===== config.mk =====
export PLATFORM = sky130hd
export DESIGN_NAME = fetch_sequencer_flat
export DESIGN_NICKNAME = d
export VERILOG_FILES = /design/src/rtl/fetch_sequencer_pkg.sv /design/src/rtl/fetch_sequencer_if.sv /design/src/rtl/fetch_sequencer_next_pc_calc.sv /design/src/rtl/fetch_sequencer.sv /design/src/flat_wrapper.sv
export SDC_FILE = /design/constraint.sdc
export NUM_CORES = 1
export LEC_CHECK = 0
export CAP_MARGIN = 20
export CORE_UTILIZATION = 52
export DETAILED_ROUTE_END_ITERATION = 16
export PLACE_DENSITY = 0.86
export SLEW_MARGIN = 20
export SYNTH_ARGS = -nofsm -noshare
export SYNTH_HDL_FRONTEND = slang
export SYNTH_SLANG_ARGS = --single-unit

===== constraint.sdc =====
create_clock -name clk -period 9.8 [get_ports clk]
set_clock_uncertainty 0.1 [all_clocks]
set_input_delay 1.96 -clock clk [delete_from_list [all_inputs] [get_ports clk]]
set_output_delay 1.96 -clock clk [all_outputs]
set_load 0.005 [all_outputs]

===== src/rtl/fetch_sequencer_pkg.sv =====
// fetch_pkg: shared state encoding and constants for the fetch front end.
//   state_e          : BOOT / FETCH / VALID sequencer states
//   PC_STEP          : byte distance between sequential instructions
//   DEFAULT_RESET_PC : first fetch address after reset
package fetch_pkg;
    typedef enum logic [1:0] {BOOT, FETCH, VALID} state_e;
    localparam logic [31:0] PC_STEP          = 32'd4;
    localparam logic [31:0] DEFAULT_RESET_PC = 32'h3000;
endpackage


===== src/rtl/fetch_sequencer_if.sv =====
// fetch_sequencer_if: instruction-memory request/ready handshake.
//   req   : fetch request, held until ready
//   addr  : word-aligned fetch address
//   ready : memory returns rdata this cycle
//   rdata : instruction word
interface fetch_sequencer_if;
    logic        req;
    logic [31:0] addr;
    logic        ready;
    logic [31:0] rdata;
    modport master (output req, addr, input ready, rdata);
    modport slave  (input req, addr, output ready, rdata);
endinterface


===== src/rtl/fetch_sequencer_next_pc_calc.sv =====
// next_pc_calc: combinational next-fetch-address from the consumed instruction.
//   pc_i            : address of the consumed instruction
//   branch_taken_i  : taken conditional branch (wins over jump)
//   branch_offset_i : signed word offset relative to pc_i+4
//   jump_i          : absolute jump
//   jump_target_i   : jump word index, keeps upper nibble of pc_i+4
//   next_pc_o       : next fetch address
module next_pc_calc
    import fetch_pkg::*;
(
    input  logic [31:0] pc_i,
    input  logic        branch_taken_i,
    input  logic [31:0] branch_offset_i,
    input  logic        jump_i,
    input  logic [25:0] jump_target_i,
    output logic [31:0] next_pc_o
);
    logic [31:0] pc4;
    assign pc4 = pc_i + PC_STEP;
    assign next_pc_o = branch_taken_i ? pc4 + (branch_offset_i << 2)
                     : jump_i         ? {pc4[31:28], jump_target_i, 2'b00}
                     :                  pc4;
endmodule


===== src/rtl/fetch_sequencer.sv =====
// fetch_sequencer: stall-aware fetch FSM owning the program counter.
//   clk, rst        : clock, asynchronous active-high reset
//   imem            : instruction-memory handshake (master side)
//   stall_i         : decode cannot take the held instruction
//   branch_taken_i, branch_offset_i, jump_i, jump_target_i : redirect, sampled on consume
//   instr_o, pc_out_o, instr_valid_o : held instruction for decode
//   instr_count_o   : instructions consumed since reset
module fetch_sequencer
    import fetch_pkg::*;
#(
    parameter logic [31:0] RESET_PC = DEFAULT_RESET_PC
) (
    input  logic               clk,
    input  logic               rst,
    fetch_sequencer_if.master  imem,
    input  logic               stall_i,
    input  logic               branch_taken_i,
    input  logic [31:0]        branch_offset_i,
    input  logic               jump_i,
    input  logic [25:0]        jump_target_i,
    output logic [31:0]        instr_o,
    output logic               instr_valid_o,
    output logic [31:0]        pc_out_o,
    output logic [31:0]        instr_count_o
);
    state_e      state_q, state_d;
    logic [31:0] fetch_pc_q, fetch_pc_d;
    logic [31:0] instr_q, instr_d;
    logic [31:0] pc_out_q, pc_out_d;
    logic [31:0] count_q, count_d;
    logic [31:0] next_pc;

    next_pc_calc u_next_pc (
        .pc_i            (pc_out_q),
        .branch_taken_i  (branch_taken_i),
        .branch_offset_i (branch_offset_i),
        .jump_i          (jump_i),
        .jump_target_i   (jump_target_i),
        .next_pc_o       (next_pc)
    );

    always_comb begin
        state_d    = state_q;
        fetch_pc_d = fetch_pc_q;
        instr_d    = instr_q;
        pc_out_d   = pc_out_q;
        count_d    = count_q;
        case (state_q)
            BOOT:  state_d = FETCH;
            FETCH: if (imem.ready) begin
                instr_d  = imem.rdata;
                pc_out_d = fetch_pc_q;
                state_d  = VALID;
            end
            VALID: if (!stall_i) begin
                count_d    = count_q + 32'd1;
                fetch_pc_d = next_pc;
                state_d    = FETCH;
            end
            default: state_d = BOOT;
        endcase
    end

    always_ff @(posedge clk or posedge rst) begin
        if (rst) begin
            state_q    <= BOOT;
            fetch_pc_q <= RESET_PC;
            instr_q    <= '0;
            pc_out_q   <= '0;
            count_q    <= '0;
        end else begin
            state_q    <= state_d;
            fetch_pc_q <= fetch_pc_d;
            instr_q    <= instr_d;
            pc_out_q   <= pc_out_d;
            count_q    <= count_d;
        end
    end

    // Request and address decode straight from flops so memory sees no input-to-output path.
    assign imem.req      = (state_q == FETCH);
    assign imem.addr     = fetch_pc_q;
    assign instr_o       = instr_q;
    assign instr_valid_o = (state_q == VALID);
    assign pc_out_o      = pc_out_q;
    assign instr_count_o = count_q;
endmodule


===== src/flat_wrapper.sv =====
// flat-port wrapper written by rule: the top's interface ports become plain ports
module fetch_sequencer_flat import fetch_pkg::*;
#(
    parameter logic [31:0] RESET_PC = DEFAULT_RESET_PC
)
  (clk, rst, stall_i, branch_taken_i, branch_offset_i, jump_i, jump_target_i, instr_o, instr_valid_o, pc_out_o, instr_count_o, imem_req, imem_addr, imem_ready, imem_rdata);
  fetch_sequencer_if imem_i ();
  input  logic clk;
  input  logic rst;
  input  logic stall_i;
  input  logic branch_taken_i;
  input  logic [31:0] branch_offset_i;
  input  logic jump_i;
  input  logic [25:0] jump_target_i;
  output logic [31:0] instr_o;
  output logic instr_valid_o;
  output logic [31:0] pc_out_o;
  output logic [31:0] instr_count_o;
  output wire logic [$bits(imem_i.req)-1:0] imem_req;
  output wire logic [$bits(imem_i.addr)-1:0] imem_addr;
  input wire logic [$bits(imem_i.ready)-1:0] imem_ready;
  input wire logic [$bits(imem_i.rdata)-1:0] imem_rdata;
  assign imem_req = imem_i.req;
  assign imem_addr = imem_i.addr;
  assign imem_i.ready = imem_ready;
  assign imem_i.rdata = imem_rdata;
  fetch_sequencer #(.RESET_PC(RESET_PC)) u_core (.clk(clk), .rst(rst), .imem(imem_i), .stall_i(stall_i), .branch_taken_i(branch_taken_i), .branch_offset_i(branch_offset_i), .jump_i(jump_i), .jump_target_i(jump_target_i), .instr_o(instr_o), .instr_valid_o(instr_valid_o), .pc_out_o(pc_out_o), .instr_count_o(instr_count_o));
endmodule

# After elaboration in Yosys (flattened, before gate mapping)
# Index checks and enable logic that the tools add are counted.
classes:
  reduce_logical: 4
  n_mux: 5
  add_sub_neg: 3
  bitwise_logic: 1
  eq_ne: 4
ops:
  columns: ["op", "n"]
  rows:
  - ["32-bit by 1-bit adder with 32-bit output (second input constant)", 1]
  - ["32-bit by 3-bit adder with 32-bit output (second input constant)", 1]
  - ["32-bit adder", 1]
  - ["32-bit two-way mux", 1]
  - ["28-bit two-way mux", 1]
  - ["2-bit one-hot mux with 3 select lines", 1]
  - ["2-bit AND reduction", 3]
  - ["2-bit two-way mux", 2]
  - ["2-bit by 1-bit equality test with 1-bit output (second input constant)", 1]
  - ["2-bit equality test (second input constant)", 1]
  - ["2-bit zero test", 1]
  - ["2-bit by 1-bit != test with 1-bit output (second input constant)", 1]
  - ["2-bit != test (second input constant)", 1]
  - ["1-bit inverter", 1]
word_totals:
  output_inout_bits: 130
  wordCells: 22
  in_bits: 96
  regBits: 130

# Logic depth before layout (Yosys ltp)
# Gate-level depths: netlist of the first run.
logic_depth:
  depth_word: 3
  depth_mapped: 15
  depth_no_buf: 15

# By module
# A second synthesis of the first run with hierarchy kept.
unflattened:
  hier_cells: 767
  area_unflattened_um2: 8147.8
modules_own_cells:
  columns: ["mod", "seq_area_each_um2", "cells_each", "n_inst", "area_per_inst_um2"]
  rows:
  - ["fetch_sequencer", 3255.6, 329, 1, 5153.7]
  - ["next_pc_calc", 0.0, 438, 1, 2994.1]

# Worst setup path after synthesis of the first run
# Ideal clock, no wire load.
synth_timing:
  path_kind: "in2reg"
  from: "input branch_offset_i[1]"
  to: "register u_core.fetch_pc_q[25] (netlist: u_core.imem.addr[25])"
  arrival_time_ns: 4.077
  path_buffers: 0
  path_stages: 9
  setup_ns: 0.066
  setup_slack_ns: 5.557
  t_required_ns: 9.634
  path_cell_list: "ha_1 > a211o_1 > a211o_1 > a221o_1 > a21oi_1 > o31ai_1 > a21boi_1 > mux2_2 > nand2_1"
synth_via:
  elab_chain_len: 2
synth_lines:
  columns: ["item", "line", "source"]
  rows:
  - ["start, declared", "flat_wrapper.sv:12", "input logic [31:0] branch_offset_i;"]
  - ["32-bit adder", "fetch_sequencer_next_pc_calc.sv:20", "assign next_pc_o = branch_taken_i ? pc4 + (branch_offset_i << 2)"]
  - ["32-bit two-way mux", "fetch_sequencer_next_pc_calc.sv:20", null]
  - ["end signal, assigned", "fetch_sequencer.sv:73", "fetch_pc_q <= fetch_pc_d;"]
  - ["end, declared", "fetch_sequencer.sv:27", "logic [31:0] fetch_pc_q, fetch_pc_d;"]
# Every way passes these cells.
# A chain may end at the register's enable or synchronous reset.

# Final worst setup path of the first run
# Ends and elaborated chain as after synthesis.

==> impl_metrics.json, run 1 <==
{
  "drtPass1Iterations": 5,
  "routed-via-count": 6904,
  "power.density_nw_per_um2": 279.2,
  "min_delay_worst_endpoint": "u_core.instr_count_o[10]",
  "cap_violations": 0,
  "max_stage_delay_ns": 0.45,
  "std_cell_rows": 44,
  "worstPathMaxFanout": 4,
  "synthesis.nets": 915,
  "syn_inst": 780,
  "final-max-slew-violation-count": 0,
  "flop_to_flop_setup_slack_ns": 5.47,
  "rr_startpoint": "u_core.pc_out_o[2]",
  "synth.most_common_cell": "dfrtp_1",
  "synth-edff-count": 0,
  "crit_slowest_cell": "clkdlybuf4s50_1",
  "grt_pass1_wl_mm": 35.03,
  "portBuffers": 223,
  "cts_num_sinks": 130,
  "core_um2": 14590,
  "worst_max_slew_pin_slew_ns": 1.126,
  "via_count_of_the_first_global_routing_pass": 6713,
  "cts.root.buffer_cell": "clkbuf_16",
  "synth_top_area_share_pct": 41.01,
  "cell_by_cell_listing_of_the_critical_path": "clkdlybuf4s50_1 > ha_1 > a211o_1 > a211o_1 > a221o_1 > a21oi_1 > o31ai_1 > a21boi_1 > mux2_2 > nand2_1",
  "timing.setup.tns_ns": 0,
  "post_cts_hold_buffer_count": 0,
  "worst_setup_path_end_kind": "flip-flop",
  "cp.arrival_ns": 4.88,
  "yosys_warnings": 0,
  "post_drt_via_cell_ratio": 5.782,
  "die-height_um": 124.6,
  "routed_wire_length_per_instance_um": 17.86,
  "required_time_reported_for_the_critical_path_endpoint_ns": 10.06,
  "fmax_mhz": 216.4,
  "cts_resized": 0,
  "rr_endpoint": "u_core.imem.addr[30]",
  "clkTransAtPathRegs_ns": 0.06,
  "critPathLaunch": "branch_offset_i[1]",
  "holdPathStages": 1,
  "syn_area_um2": 7810,
  "worst_path_most_repeated_cell": "a211o_1",
  "power_leakage_nw": 4.596,
  "worst_slew_margin_rel_pct": 24.38,
  "final_period_minus_worst_setup_slack_ns": 4.620,
  "postSynth.topFlopCell": "dfrtp_1",
  "postSynthRegisterBits": 130,
  "timing_hold_violations_final": 0,
  "synth_seq_area_share_pct": 41.69,
  "final_net_count": 1132,
  "cp.buffers_inverters": 1,
  "finalCritPeriodShare_pct": 47.15,
  "tritoncts_clock_tree": "done",
  "pre_cts_ws_ns": 4.802,
  "post_route_cells_drive_above_1_share_pct": 12.67,
  "critPathTopFamily": "compound AO/OA/AOI/OAI gates",
  "outcome": "complete, no violations",
  "detailed_place_hpwl_mm": 15.41,
  "dp.cells": 1162,
  "ctsLongestPathBuffers": 2,
  "floorplan.die.width_um": 124.6,
  "clkLatencyLatePin_ns": 0.42,
  "grt_antenna_before_repair": 0,
  "globalplace.congestion": 0.9071,
  "routed_wl_mm": 21.33,
  "antenna-diode-count": 0,
  "die-area_um2": 15510,
  "start_util_pct": 53.53,
  "hp-class": "reg -> reg",
  "max-vdd-ir-drop_mv": 0.2042,
  "finalSetupViolCount": 0,
  "clock_tree.htree_level_count": 4,
  "cts_inserted_buffers": 17,
  "synth_async_sr_flop_share_pct": 100.0,
  "synth_common_cells": "128 x dfrtp_1, 70 x mux2_2, 65 x nor2_1, 63 x nand2_1, 58 x xnor2_1",
  "layoutNonFillerInstCount": 1194,
  "rsz0062_at_grt": "false",
  "start_kind": "primary input",
  "post_cts.repair.setup_buffers": 0,
  "detail_route.iter0.violations": 451,
  "holdCritStartpoint": "u_core.instr_count_o[10]",
  "synth_area_per_cell_um2": 10.01,
  "setup.worst_path.class": "in -> reg",
  "final_core_util_pct": 73.81,
  "area_growth_pct": 37.87,
  "drc": 0,
  "num_io_pins": 226,
  "synth_largest_area_cell": "dfrtp_1",
  "grt_util_all_layers_pct": 28.43,
  "grt_start_max_net_pins": 84,
  "final_antenna_net_count": 0,
  "post_synth_num_cell_types": 63,
  "synthTopCellsByArea": "dfrtp_1 41%, mux2_2 10%, xnor2_1 6.5%, ha_1 6.1%, a21oi_1 3.2%",
  "globalRoute.totalOverflow": 0,
  "layout_setup_ws_ns": 5.180,
  "reg2reg_depth": 14
}
## report_power, final
part	total, mW	switching, mW	leakage [nW]	internal, mW
Sequential	0.915	0.185	1.63	0.729
Combinational	1.45	0.651	2.68	0.797
Clock	0.644	0.261	0.286	0.383
Total	3.01	1.10	4.60	1.91
## worst max path at each step
stage,endpoint,slack (ns),cells after the start
after floorplan,u_core.imem.addr[0],4.27,1
after global placement,u_core.imem.addr[25],4.81,10
after detailed placement,u_core.imem.addr[25],4.80,10
after CTS,u_core.imem.addr[25],5.23,10
after global routing,u_core.imem.addr[20],5.02,11
final,u_core.imem.addr[25],5.18,10
## metrics by stage
step                      hold WS [ns]  cell area (um2)  total power [mW]
after floorplan                 0.3683             7810             1.712
after global routing            0.4046            10770             3.203
after detailed placement        0.3838            10170             2.355
after global placement          0.3794            10170             2.319
final                           0.3939            10770             3.006
after CTS                       0.3938            10760             3.012
## layout make-up
cell class / count / area (um2)
clock buffers: 18 / 429.2
clock inverters: 14 / 165.2
fillers: 1047 / 3821
inverters: 13 / 51.30
multi-input cells: 606 / 4360
flip-flops and latches: 130 / 3256
well taps: 184 / 230.2
repair buffers: 229 / 2276
## logic make-up after synthesis
kind of cell    share of synthesized area [%]
xor+xnor                                8.747
fa+ha+maj                               6.344
buf+inv                                 2.547
mux                                     12.78
compound gates                          12.27
simple gates                            15.62
flops                                   41.69
## cells in the final DEF, fill, tap and decap left out, drive strengths merged, types with 3 or more instances in the layout
master and count:
clkdlybuf4s50 222, dfrtp 128, mux2 70, nor2 65, nand2 63, xnor2 58, a21oi 50, o21ai 42
ha 38, nand3 35, nand4 27, inv 22, mux2i 21, xor2 20, clkbuf 18, a21o 17
a31oi 10, nor3 9, and3 8, and4 7, nor2b 7, buf 7, o21a 6, nand2b 5
a211oi 4, o31ai 4, o211ai 4, a22oi 3, nor4 3, nand3b 3, nor3b 3, o2111ai 3
## routing by layer
metal  up-vias  track usage (%)  share of wire (%)
met5         -                0                  0
met4         0            9.213                2.3
met3        42            6.916                6.5
met2       271            46.90                 49
met1      3333            36.62                 43
li1       3258                -                  -
## sequential cells by signal, indices dropped and copies added, names as in the netlist
name / flops
u_core.state_q: 2
u_core.imem.addr: 32
u_core.pc_out_o: 32
u_core.instr_o: 32
u_core.instr_count_o: 32
Note: power is estimated with default switching activity, not from simulation.
==> run 2: changes to the inputs <==
--- a/config.mk
+++ b/config.mk
@@ -6,9 +6,9 @@
 export NUM_CORES = 1
 export LEC_CHECK = 0
 export CAP_MARGIN = 20
-export CORE_UTILIZATION = 52
+export CORE_UTILIZATION = 44
 export DETAILED_ROUTE_END_ITERATION = 16
-export PLACE_DENSITY = 0.86
+export PLACE_DENSITY = 0.78
 export SLEW_MARGIN = 20
 export SYNTH_ARGS = -nofsm -noshare
 export SYNTH_HDL_FRONTEND = slang
==> constraint.sdc (replaced) <==
create_clock -name clk -period 4.08 [get_ports clk]
set_clock_uncertainty 0.1 [all_clocks]
set_input_delay 0.816 -clock clk [delete_from_list [all_inputs] [get_ports clk]]
set_output_delay 0.816 -clock clk [all_outputs]
set_load 0.005 [all_outputs]
==> run 2 against run 1 <==
Against the previous run: routed wire length is 7.6% higher; register-to-register slack worse by 5.1 ns; final area is 1.6% higher; clock power is 150% higher; critical path type is now reg -> reg; critical endpoint is now u_core.imem.addr[31].
==> impl_metrics.json, run 2 (synthesis gave the netlist of run 1 again) <==
{
  "core_um2": 17300,
  "num_io_pins": 226,
  "rsz0062_at_grt": "false",
  "clock_tree.htree_level_count": 4,
  "die-area_um2": 18290,
  "pre_cts_ws_ns": 0.2367,
  "final_common_cell": "clkdlybuf4s50_1",
  "final_core_util_pct": 63.24,
  "post_route_cells_drive_above_1_share_pct": 13.88,
  "detail_route.iter0.violations": 544,
  "finalSetupViolCount": 0,
  "cts_resized": 0,
  "rr_startpoint": "u_core.pc_out_o[3]",
  "tritoncts_clock_tree": "done",
  "finalCritPeriodShare_pct": 91.28,
  "cts.root.buffer_cell": "clkbuf_16",
  "clkLatencyLatePin_ns": 0.43,
  "final-max-slew-violation-count": 0,
  "grt_pass1_wl_mm": 36.06,
  "required_time_reported_for_the_critical_path_endpoint_ns": 4.32,
  "std_cell_rows": 48,
  "final_period_minus_worst_setup_slack_ns": 3.724,
  "layout_setup_ws_ns": 0.3556,
  "timing.setup.tns_ns": 0,
  "cap_violations": 0,
  "critPathLaunch": "u_core.pc_out_o[3]",
  "power_leakage_nw": 4.663,
  "worstPathMaxFanout": 8,
  "ctsLongestPathBuffers": 2,
  "routed-via-count": 6960,
  "worst_setup_path_end_kind": "flip-flop",
  "fmax_mhz": 268.5,
  "outcome": "complete, no violations",
  "floorplan.die.width_um": 135.2,
  "max-vdd-ir-drop_mv": 0.3717,
  "die-height_um": 135.2,
  "leading_cell_types_in_the_layout_fill_and_taps_excluded": "222 x clkdlybuf4s50_1, 128 x dfrtp_1, 70 x mux2_2, 65 x nor2_1, 63 x nand2_1",
  "worst_slew_margin_rel_pct": 49.75,
  "drc": 0,
  "timing_hold_violations_final": 0,
  "post_drt_via_cell_ratio": 5.577,
  "via_count_of_the_first_global_routing_pass": 6872,
  "cts_inserted_buffers": 17,
  "final_antenna_net_count": 0,
  "finalPower_mw": 7.339,
  "routed_wl_mm": 22.95,
  "start_util_pct": 45.15,
  "globalplace.congestion": 0.9408,
  "start_kind": "flip-flop",
  "post_cts.repair.setup_buffers": 0,
  "holdCritStartpoint": "u_core.imem.addr[12]",
  "area_growth_pct": 40.05,
  "grt_start_max_net_pins": 63,
  "setup.worst_path.class": "reg -> reg",
  "globalRoute.totalOverflow": 0,
  "grt_antenna_before_repair": 0,
  "detailed_place_hpwl_mm": 16.85,
  "cp.arrival_ns": 3.96,
  "hp-class": "reg -> reg",
  "antenna-diode-count": 0,
  "final_net_count": 1145,
  "power.density_nw_per_um2": 670.9,
  "cts_num_sinks": 130,
  "portBuffers": 223,
  "routed_wire_length_per_instance_um": 18.39,
  "grt_util_all_layers_pct": 25.66,
  "worst_max_slew_pin_slew_ns": 0.7468,
  "drtPass1Iterations": 5,
  "post_cts_hold_buffer_count": 0,
  "clkTransAtPathRegs_ns": 0.06
}
run 2: cell types whose count changed in the layout (fill, tap and decap cells not counted):
cell,previous run,this run
inv_4,1,0
buf_6,1,0
clkbuf_8,0,1
inv_8,1,2
inv_6,8,6
clkinvlp_4,2,4
buf_4,5,18
buf_12,0,1
clkbuf_1,1,0
run 2: critical path, cell delays in order, from the launching register on:
cell	delay [ns]
dfrtp_1	0.47
ha_1	0.28
inv_1	0.06
nor3_1	0.24
buf_4	0.19
nand3_1	0.10
xnor2_1	0.32
ha_1	0.39
a21o_1	0.25
nand4bb_1	0.28
o2111ai_2	0.26
o211ai_2	0.15
xor2_1	0.20
a21oi_1	0.10
o31ai_2	0.23
run 2: area by class of cell:
| type | instances | area (um2) |
|---|---|---|
| Sequential cell | 130 | 3256 |
| Clock inverter | 14 | 166.4 |
| Inverter | 13 | 52.55 |
| Fill cell | 1381 | 6359 |
| Multi-Input combinational cell | 606 | 4360 |
| Timing Repair Buffer | 242 | 2382 |
| Clock buffer | 18 | 439.2 |
| Tap cell | 225 | 281.5 |
run 2: metrics by stage:
stage                     cells  hold WS (ns)  instance area [um2]
final                      1248        0.3926                10940
after global routing       1248        0.4072                10940
after CTS                  1248        0.3952                10940
after detailed placement   1216        0.3846                10330
after global placement     1216        0.3763                10330
after floorplan             780        0.3683                 7814
run 2: worst paths after layout:
| check | endpoint | slack (ns) | depth (start not counted) |
|---|---|---|---|
| min in group asynchronous | u_core.instr_o[31] | 0.69 | 2 |
| hold reg to reg | u_core.imem.addr[12] | 0.39 | 2 |
| max in group asynchronous | u_core.imem.addr[12] | 2.43 | 3 |
| setup reg to reg | u_core.imem.addr[31] | 0.36 | 14 |
| setup / recovery | u_core.imem.addr[31] | 0.36 | 14 |
| hold / removal | u_core.imem.addr[12] | 0.39 | 2 |
run 2: per-layer routing:
layer	up-vias	wire length [um]	global-route usage, %
li1	3274	-	-
met1	3365	9944	33.27
met2	266	10690	40.34
met3	55	1425	6.023
met4	0	895	12.23
met5	-	0	0
run 2: report_power, final:
| part | switching (mW) | internal, mW | total, mW |
|---|---|---|---|
| Combinational | 1.62 | 1.95 | 3.57 |
| Sequential | 0.436 | 1.75 | 2.19 |
| Clock | 0.648 | 0.936 | 1.58 |
| Total | 2.70 | 4.64 | 7.34 |
